`config.mk`:
```
export PLATFORM = sky130hd
export DESIGN_NAME = dda_step_driver
export DESIGN_NICKNAME = d
export VERILOG_FILES = /design/src/rtl/dda_step_driver.sv
export SDC_FILE = /design/constraint.sdc
export NUM_CORES = 1
export LEC_CHECK = 0
export BUFFER_PORTS_ARGS = -buffer_cell sky130_fd_sc_hd__buf_4
export CAP_MARGIN = 20
export CORE_UTILIZATION = 45
export CTS_BUF_LIST = sky130_fd_sc_hd__clkbuf_4 sky130_fd_sc_hd__clkbuf_8 sky130_fd_sc_hd__clkbuf_16
export CTS_CLUSTER_SIZE = 8
export DETAILED_ROUTE_END_ITERATION = 8
export GPL_TIMING_DRIVEN = 0
export PLACE_DENSITY = 0.67
export SYNTH_ARGS = -nofsm -noshare
export SYNTH_HDL_FRONTEND = slang
export SYNTH_SLANG_ARGS = --single-unit
export TNS_END_PERCENT = 10
```
`constraint.sdc`:
```
create_clock -name clk -period 16.2 [get_ports clk]
set_clock_uncertainty 0.05 [all_clocks]
set_input_delay 3.24 -clock clk [delete_from_list [all_inputs] [get_ports clk]]
set_output_delay 3.24 -clock clk [all_outputs]
set_load 0.005 [all_outputs]
```
`src/rtl/dda_step_driver.sv`:
```
// Two-axis STEP/DIR pulse generator fed by DDA interpolator step requests.
// Each axis buffers requests in a signed pending counter and paces them out with DIR setup, HIGH and LOW timing.
module dda_step_driver #(
  parameter int PULSE_W   = 4,
  parameter int LOW_W     = 4,
  parameter int DIR_SETUP = 2,
  parameter int PEND_W    = 4
) (
  input  logic        clk,
  input  logic        reset,
  input  logic        en,
  input  logic        load,
  input  logic [31:0] x0,
  input  logic [31:0] y0,
  input  logic [31:0] xe,
  input  logic [31:0] ye,
  input  logic        Ax,
  input  logic        fAx,
  input  logic        Ay,
  input  logic        fAy,
  input  logic        start_in,
  output logic        step_x,
  output logic        dir_x,
  output logic        step_y,
  output logic        dir_y,
  output logic [31:0] pos_x,
  output logic [31:0] pos_y,
  output logic        busy,
  output logic        done,
  output logic        at_end,
  output logic        err_ovf,
  output logic        err_conflict
);

  typedef enum logic [1:0] {IDLE, SETUP, HIGH, LOW} state_t;

  localparam int CNT_MAX0 = (PULSE_W > LOW_W) ? PULSE_W : LOW_W;
  localparam int CNT_MAX  = (CNT_MAX0 > DIR_SETUP) ? CNT_MAX0 : DIR_SETUP;
  localparam int CNT_W    = $clog2(CNT_MAX + 1);

  localparam logic [CNT_W-1:0] CNT_ZERO  = {CNT_W{1'b0}};
  localparam logic [CNT_W-1:0] CNT_ONE   = CNT_W'(1);
  localparam logic [CNT_W-1:0] HIGH_LD   = CNT_W'(PULSE_W - 1);
  localparam logic [CNT_W-1:0] LOW_LD    = CNT_W'(LOW_W - 1);
  localparam logic [CNT_W-1:0] SETUP_LD  = CNT_W'(DIR_SETUP - 1);

  localparam logic signed [PEND_W:0]   ONE_E   = (PEND_W+1)'(1);
  localparam logic signed [PEND_W:0]   ZERO_E  = {(PEND_W+1){1'b0}};
  localparam logic signed [PEND_W:0]   LIM_HI  = (PEND_W+1)'((1 << (PEND_W - 1)) - 1);
  localparam logic signed [PEND_W:0]   LIM_LO  = -LIM_HI;
  localparam logic signed [PEND_W-1:0] PEND_Z  = {PEND_W{1'b0}};

  state_t                   st_q   [2];
  logic [CNT_W-1:0]         cnt_q  [2];
  logic signed [PEND_W-1:0] pend_q [2];
  logic signed [PEND_W-1:0] pend_d [2];
  logic                     step_q [2];
  logic                     dir_q  [2];
  logic [31:0]              pos_q  [2];
  logic [31:0]              tgt_q  [2];

  logic                     req_p_s    [2];
  logic                     req_n_s    [2];
  logic                     issue_s    [2];
  logic                     turn_s     [2];
  logic                     ovf_s      [2];
  logic                     conflict_s [2];
  logic signed [PEND_W:0]   issd_s     [2];
  logic signed [PEND_W:0]   reqd_s     [2];
  logic signed [PEND_W:0]   base_s     [2];
  logic signed [PEND_W:0]   net_s      [2];

  logic start_q, seen_q, done_q, err_ovf_q, err_conflict_q;
  logic busy_s, done_set_s;

  // Per-axis issue decision and net pending update (request plus issue, overflow checked on the sum)
  always_comb begin
    req_p_s[0] = Ax;
    req_p_s[1] = Ay;
    req_n_s[0] = fAx;
    req_n_s[1] = fAy;
    for (int a = 0; a < 2; a++) begin
      issue_s[a]    = 1'b0;
      turn_s[a]     = 1'b0;
      ovf_s[a]      = 1'b0;
      conflict_s[a] = 1'b0;
      issd_s[a]     = ZERO_E;
      reqd_s[a]     = ZERO_E;
      if (pend_q[a] != PEND_Z) begin
        if (dir_q[a] == ~pend_q[a][PEND_W-1]) begin
          issue_s[a] = (st_q[a] == IDLE) || ((st_q[a] == SETUP) && (cnt_q[a] == CNT_ZERO));
        end else begin
          turn_s[a] = (st_q[a] == IDLE);
        end
      end else begin
        issue_s[a] = 1'b0;
      end
      if (issue_s[a]) begin
        issd_s[a] = pend_q[a][PEND_W-1] ? ONE_E : -ONE_E;
      end else begin
        issd_s[a] = ZERO_E;
      end
      if (en) begin
        if (req_p_s[a] && req_n_s[a]) begin
          conflict_s[a] = 1'b1;
        end else if (req_p_s[a]) begin
          reqd_s[a] = ONE_E;
        end else if (req_n_s[a]) begin
          reqd_s[a] = -ONE_E;
        end else begin
          reqd_s[a] = ZERO_E;
        end
      end else begin
        reqd_s[a] = ZERO_E;
      end
      base_s[a] = {pend_q[a][PEND_W-1], pend_q[a]} + issd_s[a];
      net_s[a]  = base_s[a] + reqd_s[a];
      if ((net_s[a] > LIM_HI) || (net_s[a] < LIM_LO)) begin
        ovf_s[a]  = 1'b1;
        pend_d[a] = base_s[a][PEND_W-1:0];
      end else begin
        pend_d[a] = net_s[a][PEND_W-1:0];
      end
    end
  end

  // Motion-complete detection
  always_comb begin
    busy_s = (pend_q[0] != PEND_Z) || (pend_q[1] != PEND_Z) ||
             (st_q[0] != IDLE) || (st_q[1] != IDLE);
    done_set_s = (seen_q || start_q) && !start_in && !busy_s;
  end

  // Axis FSMs, position tracking and sticky status
  always_ff @(posedge clk or posedge reset) begin
    if (reset) begin
      start_q        <= 1'b0;
      seen_q         <= 1'b0;
      done_q         <= 1'b0;
      err_ovf_q      <= 1'b0;
      err_conflict_q <= 1'b0;
      for (int a = 0; a < 2; a++) begin
        st_q[a]   <= IDLE;
        cnt_q[a]  <= CNT_ZERO;
        pend_q[a] <= PEND_Z;
        step_q[a] <= 1'b0;
        dir_q[a]  <= 1'b0;
        pos_q[a]  <= 32'd0;
        tgt_q[a]  <= 32'd0;
      end
    end else if (load) begin
      start_q        <= start_in;
      seen_q         <= 1'b0;
      done_q         <= 1'b0;
      err_ovf_q      <= 1'b0;
      err_conflict_q <= 1'b0;
      pos_q[0]       <= x0;
      pos_q[1]       <= y0;
      tgt_q[0]       <= xe;
      tgt_q[1]       <= ye;
      for (int a = 0; a < 2; a++) begin
        st_q[a]   <= IDLE;
        cnt_q[a]  <= CNT_ZERO;
        pend_q[a] <= PEND_Z;
        step_q[a] <= 1'b0;
      end
    end else begin
      start_q        <= start_in;
      seen_q         <= seen_q | start_q;
      done_q         <= done_q | done_set_s;
      err_ovf_q      <= err_ovf_q | ovf_s[0] | ovf_s[1];
      err_conflict_q <= err_conflict_q | conflict_s[0] | conflict_s[1];
      for (int a = 0; a < 2; a++) begin
        pend_q[a] <= pend_d[a];
        case (st_q[a])
          IDLE: begin
            if (issue_s[a]) begin
              st_q[a]   <= HIGH;
              cnt_q[a]  <= HIGH_LD;
              step_q[a] <= 1'b1;
              pos_q[a]  <= dir_q[a] ? pos_q[a] + 32'd1 : pos_q[a] - 32'd1;
            end else if (turn_s[a]) begin
              st_q[a]  <= SETUP;
              cnt_q[a] <= SETUP_LD;
              dir_q[a] <= ~pend_q[a][PEND_W-1];
            end else begin
              st_q[a] <= IDLE;
            end
          end
          SETUP: begin
            if (cnt_q[a] != CNT_ZERO) begin
              cnt_q[a] <= cnt_q[a] - CNT_ONE;
            end else if (issue_s[a]) begin
              st_q[a]   <= HIGH;
              cnt_q[a]  <= HIGH_LD;
              step_q[a] <= 1'b1;
              pos_q[a]  <= dir_q[a] ? pos_q[a] + 32'd1 : pos_q[a] - 32'd1;
            end else begin
              // queued step was cancelled during setup; re-evaluate from IDLE
              st_q[a] <= IDLE;
            end
          end
          HIGH: begin
            if (cnt_q[a] != CNT_ZERO) begin
              cnt_q[a] <= cnt_q[a] - CNT_ONE;
            end else begin
              st_q[a]   <= LOW;
              cnt_q[a]  <= LOW_LD;
              step_q[a] <= 1'b0;
            end
          end
          LOW: begin
            if (cnt_q[a] != CNT_ZERO) begin
              cnt_q[a] <= cnt_q[a] - CNT_ONE;
            end else begin
              st_q[a] <= IDLE;
            end
          end
          default: begin
            st_q[a]   <= IDLE;
            step_q[a] <= 1'b0;
          end
        endcase
      end
    end
  end

  assign step_x       = step_q[0];
  assign dir_x        = dir_q[0];
  assign step_y       = step_q[1];
  assign dir_y        = dir_q[1];
  assign pos_x        = pos_q[0];
  assign pos_y        = pos_q[1];
  assign busy         = busy_s;
  assign done         = done_q;
  assign at_end       = (pos_q[0] == tgt_q[0]) && (pos_q[1] == tgt_q[1]);
  assign err_ovf      = err_ovf_q;
  assign err_conflict = err_conflict_q;

endmodule
```
Word level (Yosys, flattened, before mapping)
Cells that the tools add are included.

word-level totals
  bits in registers = 155
  output and inout bits = 73
  logic and storage cells = 188
  input port bits = 137

cells by class
  reductions and logical operators = 41
  bitwise logic cells = 11
  $lt $le $gt $ge = 4
  multiplexer cells = 81
  equality and inequality tests = 22
  $add $sub $neg = 10

operators with widths
  kind                                                         number
  two-way mux 32 bit                                           6
  one-hot mux 32 bit (2 select lines)                          2
  adder 32 x 1 -> 32 bit (second input constant)               2
  equality test 32 bit                                         2
  two-way mux 64 bit                                           1
  subtractor 32 x 1 -> 32 bit (second input constant)          2
  two-way mux 5 bit                                            12
  two-way mux 3 bit                                            12
  two-way mux 1 bit                                            26
  inequality test 3 bit (second input constant)                8
  one-hot mux 3 bit (4 select lines)                           2
  two-way mux 2 bit                                            11
  adder 5 bit                                                  4
  AND reduction 3 bit                                          6
  one-hot mux 2 bit (4 select lines)                           2
  nonzero test 4 bit                                           4
  two-way mux 4 bit                                            3
  nonzero test 3 bit                                           4
  > comparator 5 x 4 -> 1 bit (second input constant)          2
  less-than comparator 5 x 4 -> 1 bit (second input constant)  2
  equality test 2 bit (second input constant)                  4
  logical OR 1 bit                                             8
  two-way mux 8 bit                                            1
  inequality test 4 x 3 -> 1 bit (second input constant)       2
  other kinds (15)                                             41

Depth between registers and ports, before layout
  depth after elaboration = 14
  depth in mapped cells = 21
  mapped depth without buffers = 20

Worst setup path after synthesis
OpenSTA, ideal clock, no wires.

  path type = input to register
  start = input Ay
  end = register pend_q[0] in the netlist's numbering
  library setup time = 132 ps
  buffers on the path = 0
  cell stages on the path = 13
  arrival time = 5479 ps
  slack = 10539 ps
  data required time = 16018 ps
  cells stage by stage = inv_1 -> ha_1 -> nor2b_1 -> ha_1 -> fa_1 -> a21o_1 -> a21oi_1 -> xnor2_1 -> xor2_1 -> o311ai_0 -> o21ai_1 -> mux2i_1 -> nor2_1

between the ends
  longest elaborated chain between the ends = 8
  elaborated cells on any way between the ends = 10
  classes of those cells = 1 x add/sub; 2 x order compare; 5 x mux; 2 x reduce/logical

RTL lines
  what                                                                                       RTL line  text
  from (decl)                                                                                19        input logic Ay,
  two-way mux 5 bit / logical AND 1 bit (equally long branches)                              106, 104
  two-way mux 5 bit (*)                                                                      104       if (req_p_s[a] && req_n_s[a]) begin
  two-way mux 5 bit (*)                                                                      103       if (en) begin
  adder 5 bit (*)                                                                            117       net_s[a] = base_s[a] + reqd_s[a];
  > comparator 5 x 4 -> 1 bit / less-than comparator 5 x 4 -> 1 bit (equally long branches)  118       if ((net_s[a] > LIM_HI) || (net_s[a] < LIM_LO)) begin
  logical OR 1 bit                                                                           118
  two-way mux 4 bit (*)                                                                      118
  two-way mux 8 bit (*)                                                                      151       end else if (load) begin
  to (signal, indexed assignment)                                                            174       pend_q[a] <= pend_d[a];
  to (decl)                                                                                  55        logic signed [PEND_W-1:0] pend_q [2];

Mark *: on every way between the ends. The rest lies on a longest branch, timed or not.
A chain may end at the register's enable or synchronous reset.

Final worst setup path
  start = register pos_q (netlist bit pos_x[14])
  end = output at_end

between the ends
  longest elaborated chain between the ends = 2

RTL lines
  what                               RTL line  text
  from (decl)                        59        logic [31:0] pos_q [2];
  from (signal, indexed assignment)  181       pos_q[a] <= dir_q[a] ? pos_q[a] + 32'd1 : pos_q[a] - 32'd1;
  from (signal, indexed assignment)  197       pos_q[a] <= dir_q[a] ? pos_q[a] + 32'd1 : pos_q[a] - 32'd1;
  equality test 32 bit               236       assign at_end = (pos_q[0] == tgt_q[0]) && (pos_q[1] == tgt_q[1]);
  logical AND 1 bit                  236
  to (decl)                          30        output logic at_end,

No other way between the ends.

==> implementation parameters <==
Parameter                              Value

Clock network
  Clock sinks    ~160
  Clock transition at the registers of the reported paths    70 ps
  Clock buffer depth    2
  Buffers inserted by post-CTS timing repair    0
  CTS tree    done
  Post-cts gate resize count    0
  Cts bufs inserted    17
  Root buffer selected by CTS    sky130_fd_sc_hd__clkbuf_16
  Hold_buf cts    0
  Source-to-sink clock delay at the later pin of the worst-skew pair    440 ps
  CTS HTree Levels    4

Job
  Reported max-cap violation count    0

Detailed routing
  Wire length reported by the detailed router    around 34 mm
  Top layer reached by signal wires    met5
  Detail-routed net length per standard cell    a little under 20 um
  DR WL met3    2.43 mm
  Total via count in the routed design    9,774
  Met1 Routed Length    15.0 mm
  Met2 wire len    15.7 mm
  Antenna viol nets, final    0
  Via density    5.58
  Number of violations reported at the end of detailed-routing iteration 0    604
  DRC violation count after routing    0
  Router iterations before antenna repair    6

Final layout
  Post-layout net count    about 1,700
  Layout-stage area growth over the synthesis result    24.4%
  Top library cells by usage in the layout, fill and taps aside    sky130_fd_sc_hd__buf_4 (208), sky130_fd_sc_hd__dfrtp_1 (155), sky130_fd_sc_hd__a21oi_1 (123)
  Number of fillers in the final layout    around 2,200
  Area of the multi-input gates    0.00673 mm2
  Most common library cell in the layout ignoring fill and taps    sky130_fd_sc_hd__buf_4
  Register area    slightly below 0.004 mm2
  Count of inserted antenna diode cells    0
  Share of post-route cells with drive strength above 1    22.5%
  Final core area utilization    between 50% and 60%

STA
  Unrepaired setup endpoints after global routing    false
  Setup total negative slack    0 ps
  Slew at the pin closest to its max-slew limit    roughly 920 ps
  Finish-stage setup viols    0
  Crit path time final    5640 ps
  Share of the cycle needed by the critical path after routing    34.8%
  Worst slew margin relative to its limit    38.2%
  Final number of hold-violating endpoints    0
  Highest achievable clock rate    between 0.15 and 0.2 GHz
  Number of pins exceeding their max-slew limit in the final report    0

Floorplan
  Vertical die dimension    158 um
  FP Rows    56
  Number of primary I/O pins    between 200 and 250
  Starting density of the core    46.2%
  Chip Width    158 um
  Die Outline Area    0.0249 mm2
  Area of the core    around 0.024 mm2

Global routing
  Total congestion overflow after global routing    0
  Global-route wire length before repair    52.6 mm
  Total global-route track usage    28.1%
  Antenna violations before repair    1
  Number of global-route vias before repair    approximately 9,600
  Maximum number of pins on one net before global-route repair    104

Synth
  Sequential-to-total area share from yosys stat    between 30% and 40%
  Count of synthesis-stage warnings from yosys    0
  Count of cell types in the netlist    64
  Number of synthesized register bits    approximately 160
  Count of flip-flops with a built-in enable after synthesis    0
  Dominant synthesized flop cell    sky130_fd_sc_hd__dfrtp_1
  Synth Area per Inst    just over 9 um2
  Async set-or-reset flop fraction in the synthesized netlist    100%
  Synthesized instance count    ~1,200
  Number of nets in the synthesized netlist    1,425
  Mapped cell area    ~0.011 mm2

Power
  Reported leakage power    6.36 nW
  Areal power density over the cells    between 200 and 250 mW/mm2
  Worst supply voltage drop on vdd    189 uV

Worst setup path
  Kind of start point of the critical path    flop
  Cell-by-cell listing of the critical path    xor2_1 -> nor4_1 -> nand4_1 -> nor4_1 -> buf_4
  Gate family responsible for the most delay along the worst path    simple AND/OR/NAND/NOR gates
  Top cell by count, worst path    sky130_fd_sc_hd__nor4_1
  Category of the worst setup path capture point    primary output
  Required time of the critical path    12,910 ps
  Slowest cell on the critical path    sky130_fd_sc_hd__nor4_1
  Slowest Stage Delay on Critical Path    630 ps
  Crit path kind    reg -> out
  Critical-path maximum fanout    4
  Worst EP arrival    ~2400 ps
  FF-to-FF setup slack    11,550 ps
  Number of buffer and inverter instances along the worst setup path    1

Placement
  HPWL after detailed placement    26.4 mm
  Count of input and output buffers    208
  Placer Congestion    0.917

Hold path
  Worst min path class    reg -> reg

Run status
  Run status    completed
report_power, final:
| group | total, mW | internal [mW] | switching (mW) |
|---|---|---|---|
| Sequential | 0.684 | 0.507 | 0.177 |
| Clock | 0.430 | 0.258 | 0.172 |
| Combinational | 1.81 | 0.802 | 1.01 |
cell usage after synthesis, drive strengths merged (6+ instances only):
cell	count	share of area, %
mux2i	12	1.1
nand2b	10	0.57
nand4	11	0.63
xnor2	38	3.0
ha	93	11
o21a	11	0.76
nor2b	8	0.46
a21o	31	2.1
nand3	13	0.64
inv	46	1.6
nand2	93	3.2
o21ai	79	3.6
a31oi	12	0.69
a211oi	14	0.96
o22ai	7	0.40
dfrtp	155	35
mux2	66	6.8
nor4	21	1.2
o21bai	10	0.69
clkbuf	38	1.3
a21oi	124	5.7
nor2	108	3.7
and2	6	0.34
nor3	22	1.0
xor2	92	7.4
routing by layer:
layer / vias to the layer above / GRT usage [%]
met5: - / 0
met2: 308 / 45.6
met3: 58 / 6.57
met4: 2 / 9.15
li1: 4730 / -
met1: 4676 / 36.8
tightest hold or removal path, cell delays in order (launching register included):
cell                      delay, ps
sky130_fd_sc_hd__dfrtp_1        330
sky130_fd_sc_hd__nor2_1          50
sky130_fd_sc_hd__nor2_1          70
final timing paths:
kind,start,to,cells after the start
min in group asynchronous,reset,pend_q[4],2
max in group asynchronous,reset,pos_y[10],3
setup reg to reg,pend_q[1],pend_q[1],15
hold / removal,seen_q,seen_q,2
hold reg to reg,seen_q,seen_q,2
setup / recovery,pos_x[14],at_end,5
kinds of logic (layout without fill, tap and decap cells):
kind of cell	Yosys count	count (layout)	synth area share [%]
compound gates	330	330	18.7
simple gates	311	311	13.0
flops	155	155	35.5
xor+xnor	130	130	10.4
fa+ha+maj	98	98	11.6
buf+inv	88	330	3.02
mux	78	78	7.89
area by class of cell:
class                           instances  area share (%)
Clock buffer                           21            3.53
Buffer                                 42            1.16
Tap cell                              319            2.93
Multi-Input combinational cell        947            49.4
Sequential cell                       155            28.5
Clock inverter                         10            1.02
Timing Repair Buffer                  211            12.1
Inverter                               46            1.32
flip-flops by register name, summed over array words and instances, names as in the netlist, 4 cells and up:
name	flops
cnt_q	6
pend_q	8
pos_x	32
pos_y	32
st_q	4
tgt_q	64
per-stage QoR:
stage	instances	worst slack [ps]	power [mW]	area (um2)	hold slack [ps]
5_1_grt	1751	10430	3.17	13600	475
6_report	1751	10560	2.93	13600	434
2_1_floorplan	1190	8730	1.92	10900	397
3_5_place_dp	1720	10230	2.48	13000	420
4_1_cts	1751	10600	2.92	13600	435
3_3_place_gp	1717	6710	2.43	12900	411
Note: power is estimated with default switching activity, not from simulation.
